$ cat src/rtl/writeback_stage.sv
// writeback_stage: final pipeline stage. Holds the MEM/WB register, selects the
// writeback value, owns the register file with bypassing read ports, drives the
// forwarding bus to execute, and tracks the retired count and HALT state.
module writeback_stage #(
    parameter int NREGS = 8,
    parameter int DW    = 16,
    parameter int PCW   = 9
) (
    input  logic                     clk,
    input  logic                     reset,
    input  logic                     stall,
    input  logic                     valid_in,
    input  logic [DW-1:0]            alu_in,
    input  logic [PCW-1:0]           pc1_in,
    input  logic [1:0]               wb_sel_in,
    input  logic                     wb_en_in,
    input  logic [$clog2(NREGS)-1:0] wb_reg_in,
    input  logic                     halt_in,
    input  logic [DW-1:0]            mem_rdata,
    input  logic [$clog2(NREGS)-1:0] rd_addr_a,
    input  logic [$clog2(NREGS)-1:0] rd_addr_b,
    output logic [DW-1:0]            rd_data_a,
    output logic [DW-1:0]            rd_data_b,
    output logic                     fwd_valid,
    output logic [$clog2(NREGS)-1:0] fwd_reg,
    output logic [DW-1:0]            fwd_data,
    output logic [15:0]              retired,
    output logic                     halted
);

    localparam int AW = $clog2(NREGS);

    // MEM/WB pipeline register
    logic           wb_valid_q, wb_valid_d;
    logic [DW-1:0]  wb_alu_q,   wb_alu_d;
    logic [PCW-1:0] wb_pc1_q,   wb_pc1_d;
    logic [1:0]     wb_sel_q,   wb_sel_d;
    logic           wb_en_q,    wb_en_d;
    logic [AW-1:0]  wb_reg_q,   wb_reg_d;
    logic           wb_halt_q,  wb_halt_d;

    // Architectural state
    logic [DW-1:0]  rf_q [NREGS];
    logic [15:0]    retired_q, retired_d;
    logic           halted_q,  halted_d;

    logic           commit;
    logic           rf_we;
    logic [DW-1:0]  wb_data;

    // An instruction leaves WB only when not stalled and the machine is live;
    // a stalled instruction therefore commits exactly once, when stall drops.
    assign commit = wb_valid_q & ~stall & ~halted_q;
    assign rf_we  = commit & wb_en_q & ~wb_halt_q;

    // Writeback value select; load data arrives unregistered, aligned to WB.
    always_comb begin
        wb_data = '0;
        case (wb_sel_q)
            2'b00:   wb_data = mem_rdata;
            2'b01:   wb_data = wb_alu_q;
            2'b10:   wb_data = {{(DW-PCW){1'b0}}, wb_pc1_q};
            default: wb_data = '0;
        endcase
    end

    // Next-state for the pipeline register: capture when not stalled, else hold.
    always_comb begin
        wb_valid_d = wb_valid_q;
        wb_alu_d   = wb_alu_q;
        wb_pc1_d   = wb_pc1_q;
        wb_sel_d   = wb_sel_q;
        wb_en_d    = wb_en_q;
        wb_reg_d   = wb_reg_q;
        wb_halt_d  = wb_halt_q;
        if (!stall) begin
            wb_valid_d = valid_in;
            wb_alu_d   = alu_in;
            wb_pc1_d   = pc1_in;
            wb_sel_d   = wb_sel_in;
            wb_en_d    = wb_en_in;
            wb_reg_d   = wb_reg_in;
            wb_halt_d  = halt_in;
        end
    end

    // Next-state for retired count (wraps) and the sticky halted flag.
    always_comb begin
        retired_d = retired_q;
        halted_d  = halted_q;
        if (commit) begin
            retired_d = retired_q + 16'd1;
            if (wb_halt_q) begin
                halted_d = 1'b1;
            end
        end
    end

    // Pipeline register, counter and halt flag state update.
    always_ff @(posedge clk or posedge reset) begin
        if (reset) begin
            wb_valid_q <= 1'b0;
            wb_alu_q   <= '0;
            wb_pc1_q   <= '0;
            wb_sel_q   <= '0;
            wb_en_q    <= 1'b0;
            wb_reg_q   <= '0;
            wb_halt_q  <= 1'b0;
            retired_q  <= '0;
            halted_q   <= 1'b0;
        end else begin
            wb_valid_q <= wb_valid_d;
            wb_alu_q   <= wb_alu_d;
            wb_pc1_q   <= wb_pc1_d;
            wb_sel_q   <= wb_sel_d;
            wb_en_q    <= wb_en_d;
            wb_reg_q   <= wb_reg_d;
            wb_halt_q  <= wb_halt_d;
            retired_q  <= retired_d;
            halted_q   <= halted_d;
        end
    end

    // Register file: cleared on reset, one committing write per edge; R0 is ordinary.
    always_ff @(posedge clk or posedge reset) begin
        if (reset) begin
            for (int i = 0; i < NREGS; i++) begin
                rf_q[i] <= '0;
            end
        end else if (rf_we) begin
            rf_q[wb_reg_q] <= wb_data;
        end
    end

    // Read ports with write-through bypass so a committing value is visible this cycle.
    always_comb begin
        rd_data_a = rf_q[rd_addr_a];
        rd_data_b = rf_q[rd_addr_b];
        if (rf_we && (wb_reg_q == rd_addr_a)) begin
            rd_data_a = wb_data;
        end
        if (rf_we && (wb_reg_q == rd_addr_b)) begin
            rd_data_b = wb_data;
        end
    end

    // Forwarding bus: not gated by stall so execute can consume a held result;
    // payload is zeroed whenever it carries nothing.
    always_comb begin
        fwd_valid = wb_valid_q & wb_en_q & ~wb_halt_q & ~halted_q;
        fwd_reg   = '0;
        fwd_data  = '0;
        if (fwd_valid) begin
            fwd_reg  = wb_reg_q;
            fwd_data = wb_data;
        end
    end

    assign retired = retired_q;
    assign halted  = halted_q;

endmodule
$ cat config.mk
export PLATFORM = sky130hd
export DESIGN_NAME = writeback_stage
export DESIGN_NICKNAME = d
export VERILOG_FILES = /design/src/rtl/writeback_stage.sv
export SDC_FILE = /design/constraint.sdc
export NUM_CORES = 1
export LEC_CHECK = 0
export CELL_PAD_IN_SITES_DETAIL_PLACEMENT = 0
export CELL_PAD_IN_SITES_GLOBAL_PLACEMENT = 1
export CORE_UTILIZATION = 40
export CTS_CLUSTER_DIAMETER = 60
export DETAILED_ROUTE_END_ITERATION = 10
export HOLD_SLACK_MARGIN = 0.1
export PLACE_DENSITY = 0.84
export REMOVE_ABC_BUFFERS = 1
export SYNTH_ARGS = -nofsm -noshare
export SYNTH_HDL_FRONTEND = slang
export SYNTH_SLANG_ARGS = --single-unit
$ cat constraint.sdc
create_clock -name clk -period 5.99 [get_ports clk]
set_input_delay 1.198 -clock clk [delete_from_list [all_inputs] [get_ports clk]]
set_output_delay 1.198 -clock clk [all_outputs]
set_load 0.05 [all_outputs]
==> run summary <==
status: finished, final reports clean
total CTS buffers: 17
maxcap violations: 0
hold worst-path end: retired[15]
first-pass GRT wire length: 38,400 microns
cell count after synthesis: 803
Yosys reg bits: 178
I/O pins: 127
placed cell count: 1,163
post-synthesis compound-gate area fraction: 7.50%
RSZ-0062 raised after global routing: no
Max-slew headroom: 40.3%
hold path startpoint: retired[15]
hold buffers post-CTS: 0
multiplexer area fraction after synthesis: 28.3%
Tmin final: 4.56 ns
Avg WL per Cell: 20.1 microns
Hold Slack: 0.476 ns
fin area: 0.0113 sq mm
DRT Pass-1 Iters: 4
FF-to-FF setup slack: 3.10 ns
Skew-Pair Late Insertion Delay: 0.44 ns
largest net degree at the start of global routing: 94
setup violators final: 0
Die Ht: 154 microns
Core Area: 0.0226 sq mm
peak supply drop: 195 uV
Synth Cell Area: 0.00924 sq mm
# clock sinks: 178
average cell area after synthesis: 11.5 sq um
Die W: 154 microns
port buffer count: 126
post-synthesis adder-cell area fraction: 0.135%
CTS tree: yes
num rows: 55
Hold Path Depth: 1
CTS H-tree lvls: 4
clock skew: 0.0134 ns
critical path class: flop to primary output
Starting Density: 40.8%
root buffer cell: clkbuf_16
Synthesis Warnings: 0
initial antenna violation count: 1
die area: 0.0237 sq mm
vias in the first global route: 6,862
Worst setup EP type: primary output
largest area contributor in the netlist: dfrtp_1
Synth Area in Simple Gates: 9.92%
placed wire-length estimate: 15,500 microns
fmax: 0.219 GHz
synth unique cells: 33
routability cong.: 0.753
Worst Max-Slew Pin Slew: 0.893 ns
Tcrit/Tclk final: 76.2%
Layout Nets: 956
required time of the critical path: 4.79 ns
startpoint types: flop
Max FO, Critical Path: 18
largest cells by area after synthesis: dfrtp_1, mux4_2, mux2i_1
via count: 6,581
Post-DP Area: 0.0107 sq mm
post-route insts no fill: 1,196
Post-CTS Setup Inserts: 0
final hold viol count: 0
RR Startpoint: halted
Hold WC Path Type: flop to flop
P&R area growth vs syn: 21.8%
DR vias/cell: 5.50
clk slew on worst S/H paths: 0.08 ns
fin util: 49.7%
clk buf depth: 2
layout cell share with drive strength beyond 1: 22.5%
global route total overflow: 0
Total GRT Usage: 21.5%
power density cells: 307 mW/mm^2
Lkg Pwr: 0.00503 uW
ANT nets after route: 0
XOR/XNOR Fraction of Synth Area: 1.99%
routed wire length: 24,000 microns
drc violations: 0
CP arrival: 3.36 ns
Seq/Total Area, Yosys: 48.2%
post-synth top area share: 48.2%
FF-to-FF path depth: 6
largest family of logic cells by synthesized area: multiplexers
reg-to-reg endpoint: rf_q[82]
Resized Gates After CTS: 0
Final Slew Violations: 0
DR iter-0 viols: 393
[worst max path at each step]
stage | from | to | slack [ns]
6_report | wb_sel_q[1] | fwd_data[2] | 1.43
5_1_grt | wb_sel_q[1] | fwd_data[4] | 1.19
4_1_cts | wb_sel_q[1] | fwd_data[2] | 1.30
3_5_place_dp | rd_addr_b[0] | rd_data_b[3] | 1.52
3_3_place_gp | rd_addr_b[0] | rd_data_b[10] | 1.53
2_1_floorplan | reset | halted | -0.04
[cell usage in the layout (no fill, tap or decap), types with 6 or more instances in the layout]
cell type / netlist / routed
dfrtp_1: 178 / 178
nand2_1: 138 / 138
o21ai_0: 128 / 128
clkdlybuf4s50_1: 0 / 89
mux2i_1: 80 / 80
mux4_2: 64 / 64
buf_4: 5 / 52
mux2_2: 33 / 33
nor2_1: 28 / 28
xnor2_1: 17 / 17
clkbuf_16: 0 / 17
nand3_1: 14 / 14
a21oi_1: 9 / 9
inv_6: 0 / 8
or2_2: 7 / 7
buf_12: 0 / 6
[per-stage QoR]
stage	power [uW]	worst slack (ns)	TNS, ns
global placement	2340	1.53	0
finish	3460	1.43	0
CTS	3480	1.30	0
floorplan	2040	-0.0383	-6.81
global route	3620	1.19	0
detailed placement	2370	1.52	0
[kinds of logic after synthesis]
group / after synthesis
adder cells (fa/ha/maj): 1
AO/OA/AOI/OAI: 138
flip-flops: 178
buffers and inverters: 80
XOR/XNOR: 21
multiplexers: 177
AND/OR/NAND/NOR: 208
[cell type report]
| cell class | instances | area (sq um) |
|---|---|---|
| clock inverters | 15 | 158 |
| diodes | 1 | 2.50 |
| flip-flops and latches | 178 | 4450 |
| multi-input cells | 545 | 4420 |
| inverters | 3 | 16.3 |
| clock buffers | 17 | 425 |
| well taps | 285 | 357 |
| repair buffers | 152 | 1430 |
| fillers | 2036 | 11400 |
[routing by layer]
layer  GRT usage [%]  wire length (microns)
met4            6.43                    386
met3            4.20                   1420
met5           0.207                      0
met2            36.2                  11900
met1            28.0                  10300
[synth_stat cells]
cell type and count:
a21o_1 1, a21oi_1 9, and2_1 2, and3_1 2, and3b_1 1, buf_1 3, buf_2 34, buf_4 5
buf_6 1, clkbuf_1 34, dfrtp_1 178, ha_1 1, inv_1 3, mux2_2 33, mux2i_1 80, mux4_2 64
nand2_1 138, nand3_1 14, nand4_1 2, nand4_2 2, nand4bb_1 1, nor2_1 28, nor2_4 1, nor2b_1 1
nor3_1 3, nor3b_1 3, nor4_2 1, nor4_4 1, o21ai_0 128, or2_2 7, or3b_1 1, xnor2_1 17
xor2_1 4
[power by group]
group | leakage (uW) | switching, uW | internal [uW]
logic | 0.00237 | 490 | 364
clock network | 0.000285 | 555 | 562
registers | 0.00237 | 129 | 1360
total | 0.00503 | 1170 | 2290
[worst max-delay path: stages, from the launching register on]
cell	delay, ns
dfrtp_1	0.33
buf_4	0.28
nor2b_1	0.76
buf_4	0.30
a21oi_1	0.26
nor2_1	0.17
clkdlybuf4s50_1	0.82
[flip-flops by register name, summed over array words and instances, names as in the netlist, 2 cells and up]
register  cells
retired      16
rf_q        128
wb_alu_q     16
wb_pc1_q      9
wb_reg_q      3
wb_sel_q      2
No activity file was read; power rests on OpenSTA's default activity.
==> edit 1: new RTL, same settings <==
`PCW`: 9 -> 8.
--- a/src/rtl/writeback_stage.sv
+++ b/src/rtl/writeback_stage.sv
@@ -5,5 +5,5 @@
     parameter int NREGS = 8,
     parameter int DW    = 16,
-    parameter int PCW   = 9
+    parameter int PCW   = 8
 ) (
     input  logic                     clk,
Ports: changed (resized pc1_in); port bits go from 127 to 126. No check against the original RTL was run, so the function may have changed too.
==> edit 1 against the unedited design <==
Die area up 6.8%. Count of clock-buffer cells in the layout up 2. Power down 16%. Worst setup slack worse by 0.13 ns. Design area up 8.5%. Routed wire length down 3.3%. Synthesized area up 6.9%. Sequential cell count down 1. Largest cell class is now multi-input combinational cells. Highest routed layer unchanged.
==> edit 1: results (changes against the unedited design) <==
================================================================================
Run status ........................................................ finished clean
Met3 global-route usage ...........................................       0.0448   +0.00281
Slew Limit Headroom ...............................................        0.294   -0.109
Antenna violations before repair ..................................            0   -1
Power after layout ................................................      2.92 mW   -16%
Post-synthesis sequential area ratio ..............................        0.448   -0.0337
Kind of cell with the highest combined delay on the critical path . buffers and inverters
Number of vias in the routed layout ...............................         5962   -9.4%
M2 GR Usage .......................................................        0.306   -0.0561
Number of global-route vias before repair .........................         6398   -6.8%
Standard cell with the maximum stage delay on the critical path ... sky130_fd_sc_hd__clkdlybuf4s50_1
Wire length on met1 ...............................................     10600 um   +2.2%
Multiplexer share of the synthesized area .........................        0.426   +0.143
Area fraction in compound gates after synthesis ...................      0.00494   -0.0700
Routed length per placed instance .................................      21.2 um   +5.3%
Adder and majority cell fraction of the synthesized area ..........      0.00127   -0.0000876
Filler Cell Count .................................................         2085   +2.4%
Vias per cell .....................................................         5.43   -1.3%
IR Drop Worst-Case VDD ............................................       198 uV   +1.3%
Met2 layer wire length in the routed design .......................     11000 um   -7.3%
Proportion of layout cells with a drive suffix above 1 ............        0.494   +0.268
Synthesized instance count ........................................          658   -18%
Final clock skew ..................................................    0.0155 ns   +0.00201 ns
Leakage ...........................................................      5.47 nW   +8.7%
Power density normalized to cell area .............................   239 nW/um2   -22%
Pin count of the biggest net entering global routing ..............          111   +18%
Internal power ....................................................      2.09 mW   -8.7%
PortBufs ..........................................................          125   -0.79%
Count of placed standard cells including taps .....................         1066   -8.3%
Post-detailed-placement half-perimeter wirelength .................     15300 um   -1.4%
Post-detailed-placement cell area .................................    11600 um2   +9.1%
Worst-path fanout max .............................................           11   -7
Number of DRC violations after detailed-routing iteration 0 .......          349   -11%
Final nets ........................................................          819   -14%
Combinational Power Share .........................................        0.167   -0.080
First-pass GRT wire length ........................................     37500 um   -2.3%
Met1 track demand over resource ...................................        0.264   -0.0156
Antenna diode count ...............................................            0   -1
Count of distinct cell types in the synthesized netlist ...........           38   +15%
All-Layer GR Usage ................................................        0.194   -0.0204
Routed length on met3 .............................................      1230 um   -13%
Minimum setup slack after placement ...............................      1.36 ns   -0.160 ns
Placer congestion estimate ........................................        0.747   -0.72%
Worst hold path class .............................................   reg -> reg
Max stage delay on crit path ......................................      0.80 ns   -0.02 ns
================================================================================
==> edit 1: cell count changes after synthesis, sizes merged, moves of 3 or more <==
cell and change:
mux2 +192, nand2 -124, o21ai -120, mux2i -64, and2 +18, nor2 -16, a21oi -9, buf -9
nand3 -8, or2 -7, clkbuf -3
==> edit 1: worst paths after layout <==
path	from	end	slack (ns)	cells past startpoint
setup / recovery	mem_rdata[8]	fwd_data[8]	1.30	5
hold / removal	retired[15]	retired[15]	0.49	1
setup reg to reg	halted	rf_q[55]	3.32	5
hold reg to reg	retired[15]	retired[15]	0.49	1
max in group asynchronous	reset	rf_q[63]	3.47	3
min in group asynchronous	reset	rf_q[103]	1.39	2
==> edit 1: final cells by class <==
class,count,share of cell area
multi-input combinational,412,0.413
sequential,177,0.363
timing repair buffer,149,0.143
clock buffer,19,0.0355
tap,324,0.0332
clock inverter,13,0.0113
inverter,4,0.00164
==> edit 2: new RTL, same settings <==
Made on the original files. Register the output `retired` once more, with the module's reset; this adds one clock of latency there. The other outputs are not delayed to match.
--- a/src/rtl/writeback_stage.sv
+++ b/src/rtl/writeback_stage.sv
@@ -157,5 +157,11 @@
     end
 
-    assign retired = retired_q;
+    always_ff @(posedge clk or posedge reset) begin
+        if (reset) begin
+            retired <= '0;
+        end else begin
+            retired <= retired_q;
+        end
+    end
     assign halted  = halted_q;
 
Check against the original RTL: not equivalent (a bounded check fails within 4 cycles, from zero or initial values and one cycle with reset high).
==> edit 2 against the unedited design <==
Global-route usage is 0.42 points lower. Sequential cell count is 16 higher. Synthesized area is 4.2% higher. Critical path depth stayed put. Count of clock-buffer cells in the layout stayed put. Combinational power is 4.0% higher. Register-to-register slack worse by 0.20 ns. Routed wire length is 0.77% higher. Worst setup slack worse by 0.026 ns. Critical path type is now in -> out. Design area is 4.9% higher. Power is 5.1% higher.
==> edit 2: results (changes against the unedited design) <==
======================================================================
PortBufs ................................................          126   unchanged
Post-synthesis sequential area ratio ....................        0.504   +0.0220
Run status .............................................. finished clean
Flip-flop cell with the highest count after synthesis ... sky130_fd_sc_hd__dfrtp_1
Pin count of the biggest net entering global routing ....          130   +38%
Post-detailed-placement cell area .......................    11200 um2   +5.2%
Worst-path fanout max ...................................           11   -7
Slack of the worst reg-to-reg path ......................      2.90 ns   -0.20 ns
Final nets ..............................................          976   +2.1%
Count of distinct cell types in the synthesized netlist .           32   -3.0%
First-pass GRT wire length ..............................     38500 um   +0.47%
Worst reg2reg path depth ................................            7   +1
Worst hold path depth ...................................            0   -1
Internal power ..........................................      2.43 mW   +6.2%
All-Layer GR Usage ......................................        0.210   -0.00419
Leakage .................................................      5.06 nW   +0.56%
Slew Limit Headroom .....................................        0.393   -0.0100
Synth top cells by count ................................ sky130_fd_sc_hd__dfrtp_1 (194), sky130_fd_sc_hd__nand2_1 (134), sky130_fd_sc_hd__o21ai_0 (128), sky130_fd_sc_hd__mux2i_1 (80), sky130_fd_sc_hd__mux4_2 (64)
Filler Cell Count .......................................         2116   +3.9%
IR Drop Worst-Case VDD ..................................       297 uV   +52%
Leading post-synthesis cells by cell area ............... sky130_fd_sc_hd__dfrtp_1 (50%), sky130_fd_sc_hd__mux4_2 (15%), sky130_fd_sc_hd__mux2i_1 (8.3%), sky130_fd_sc_hd__o21ai_0 (6.6%), sky130_fd_sc_hd__nand2_1 (5.2%)
Number of global-route vias before repair ...............         6807   -0.80%
Number of vias in the routed layout .....................         6639   +0.88%
Placer congestion estimate ..............................        0.754   +0.23%
Post-detailed-placement half-perimeter wirelength .......     15500 um   -0.29%
Antenna violations before repair ........................            0   -1
Total length of routed wires ............................     24200 um   +0.77%
Antenna diode count .....................................            0   -1
Proportion of layout cells with a drive suffix above 1 ..        0.224   -0.00162
======================================================================
-- edit 2: cell types whose count changed after synthesis, sizes merged, moves of 2 or more --
| cell | change |
|---|---|
| clkbuf | +28 |
| and4 | +2 |
| xnor2 | -7 |
| and2 | +3 |
| nand3 | -3 |
| xor2 | +7 |
| nand2 | -4 |
| nor3 | -2 |
| buf | -29 |
| dfrtp | +16 |
| nor2 | +2 |
-- edit 2: final timing paths --
| path | start | endpoint |
|---|---|---|
| worst max register to register | halted | rf_q[80] |
| worst min-delay path | retired_q[14] | retired[14] |
| worst min register to register | retired_q[14] | retired[14] |
| worst max-delay path | mem_rdata[3] | rd_data_a[3] |
| max in group asynchronous | reset | wb_en_q |
| min in group asynchronous | reset | wb_pc1_q[7] |
-- edit 2: critical path, stage by stage --
cell and delay (ns):
sky130_fd_sc_hd__clkdlybuf4s50_1 0.39, sky130_fd_sc_hd__mux2i_1 0.13, sky130_fd_sc_hd__nor2_1 0.06, sky130_fd_sc_hd__a21oi_1 0.62, sky130_fd_sc_hd__mux2i_1 0.20, sky130_fd_sc_hd__clkdlybuf4s50_1 0.79
-- edit 2: logic make-up (layout without fill, tap and decap cells) --
| family | Yosys count | in the layout | synth area share |
|---|---|---|---|
| buffers and inverters | 80 | 192 | 0.0340 |
| muxes | 178 | 178 | 0.272 |
| AOI/OAI and AO/OA | 138 | 138 | 0.0719 |
| DFF | 194 | 194 | 0.504 |
| and+or+nand+nor | 206 | 206 | 0.0974 |
| adders and majority gates | 1 | 1 | 0.00130 |
| xor gates and xnor gates | 21 | 21 | 0.0191 |
-- edit 2: metrics by stage --
stage	worst slack [ns]	setup TNS (ns)	cells	util	hold slack [ns]
after global routing	1.30	0	1249	0.502	0.428
after detailed placement	1.43	0	1217	0.477	0.389
after floorplan	-0.492	-95.43	742	-	0.354
after CTS	1.41	0	1249	0.502	0.410
after global placement	1.47	0	1217	0.477	0.372
final	1.40	0	1249	0.502	0.402
-- edit 2: area by class of cell --
type | instances | area share
tap | 319 | 0.0338
clock buffer | 17 | 0.0360
clock inverter | 15 | 0.0134
timing repair buffer | 156 | 0.127
sequential | 194 | 0.411
inverter | 4 | 0.00191
multi-input combinational | 544 | 0.377
-- edit 2: power by group through the flow --
stage,Sequential [mW],Clock (mW),Combinational (mW)
6_report,1.62,1.13,0.888
5_1_grt,1.64,1.22,0.961
3_3_place_gp,1.63,0,0.887
4_1_cts,1.62,1.16,0.900
3_5_place_dp,1.64,0,0.899
2_1_floorplan,1.66,0,0.521
-- edit 2: layer usage --
metal | vias to the layer above | track usage | wire length, um
met4 | 0 | 0.0435 | 182
li1 | 3092 | - | -
met3 | 15 | 0.0501 | 1500
met2 | 186 | 0.340 | 11600
met1 | 3346 | 0.288 | 10900
met5 | - | 0 | 0
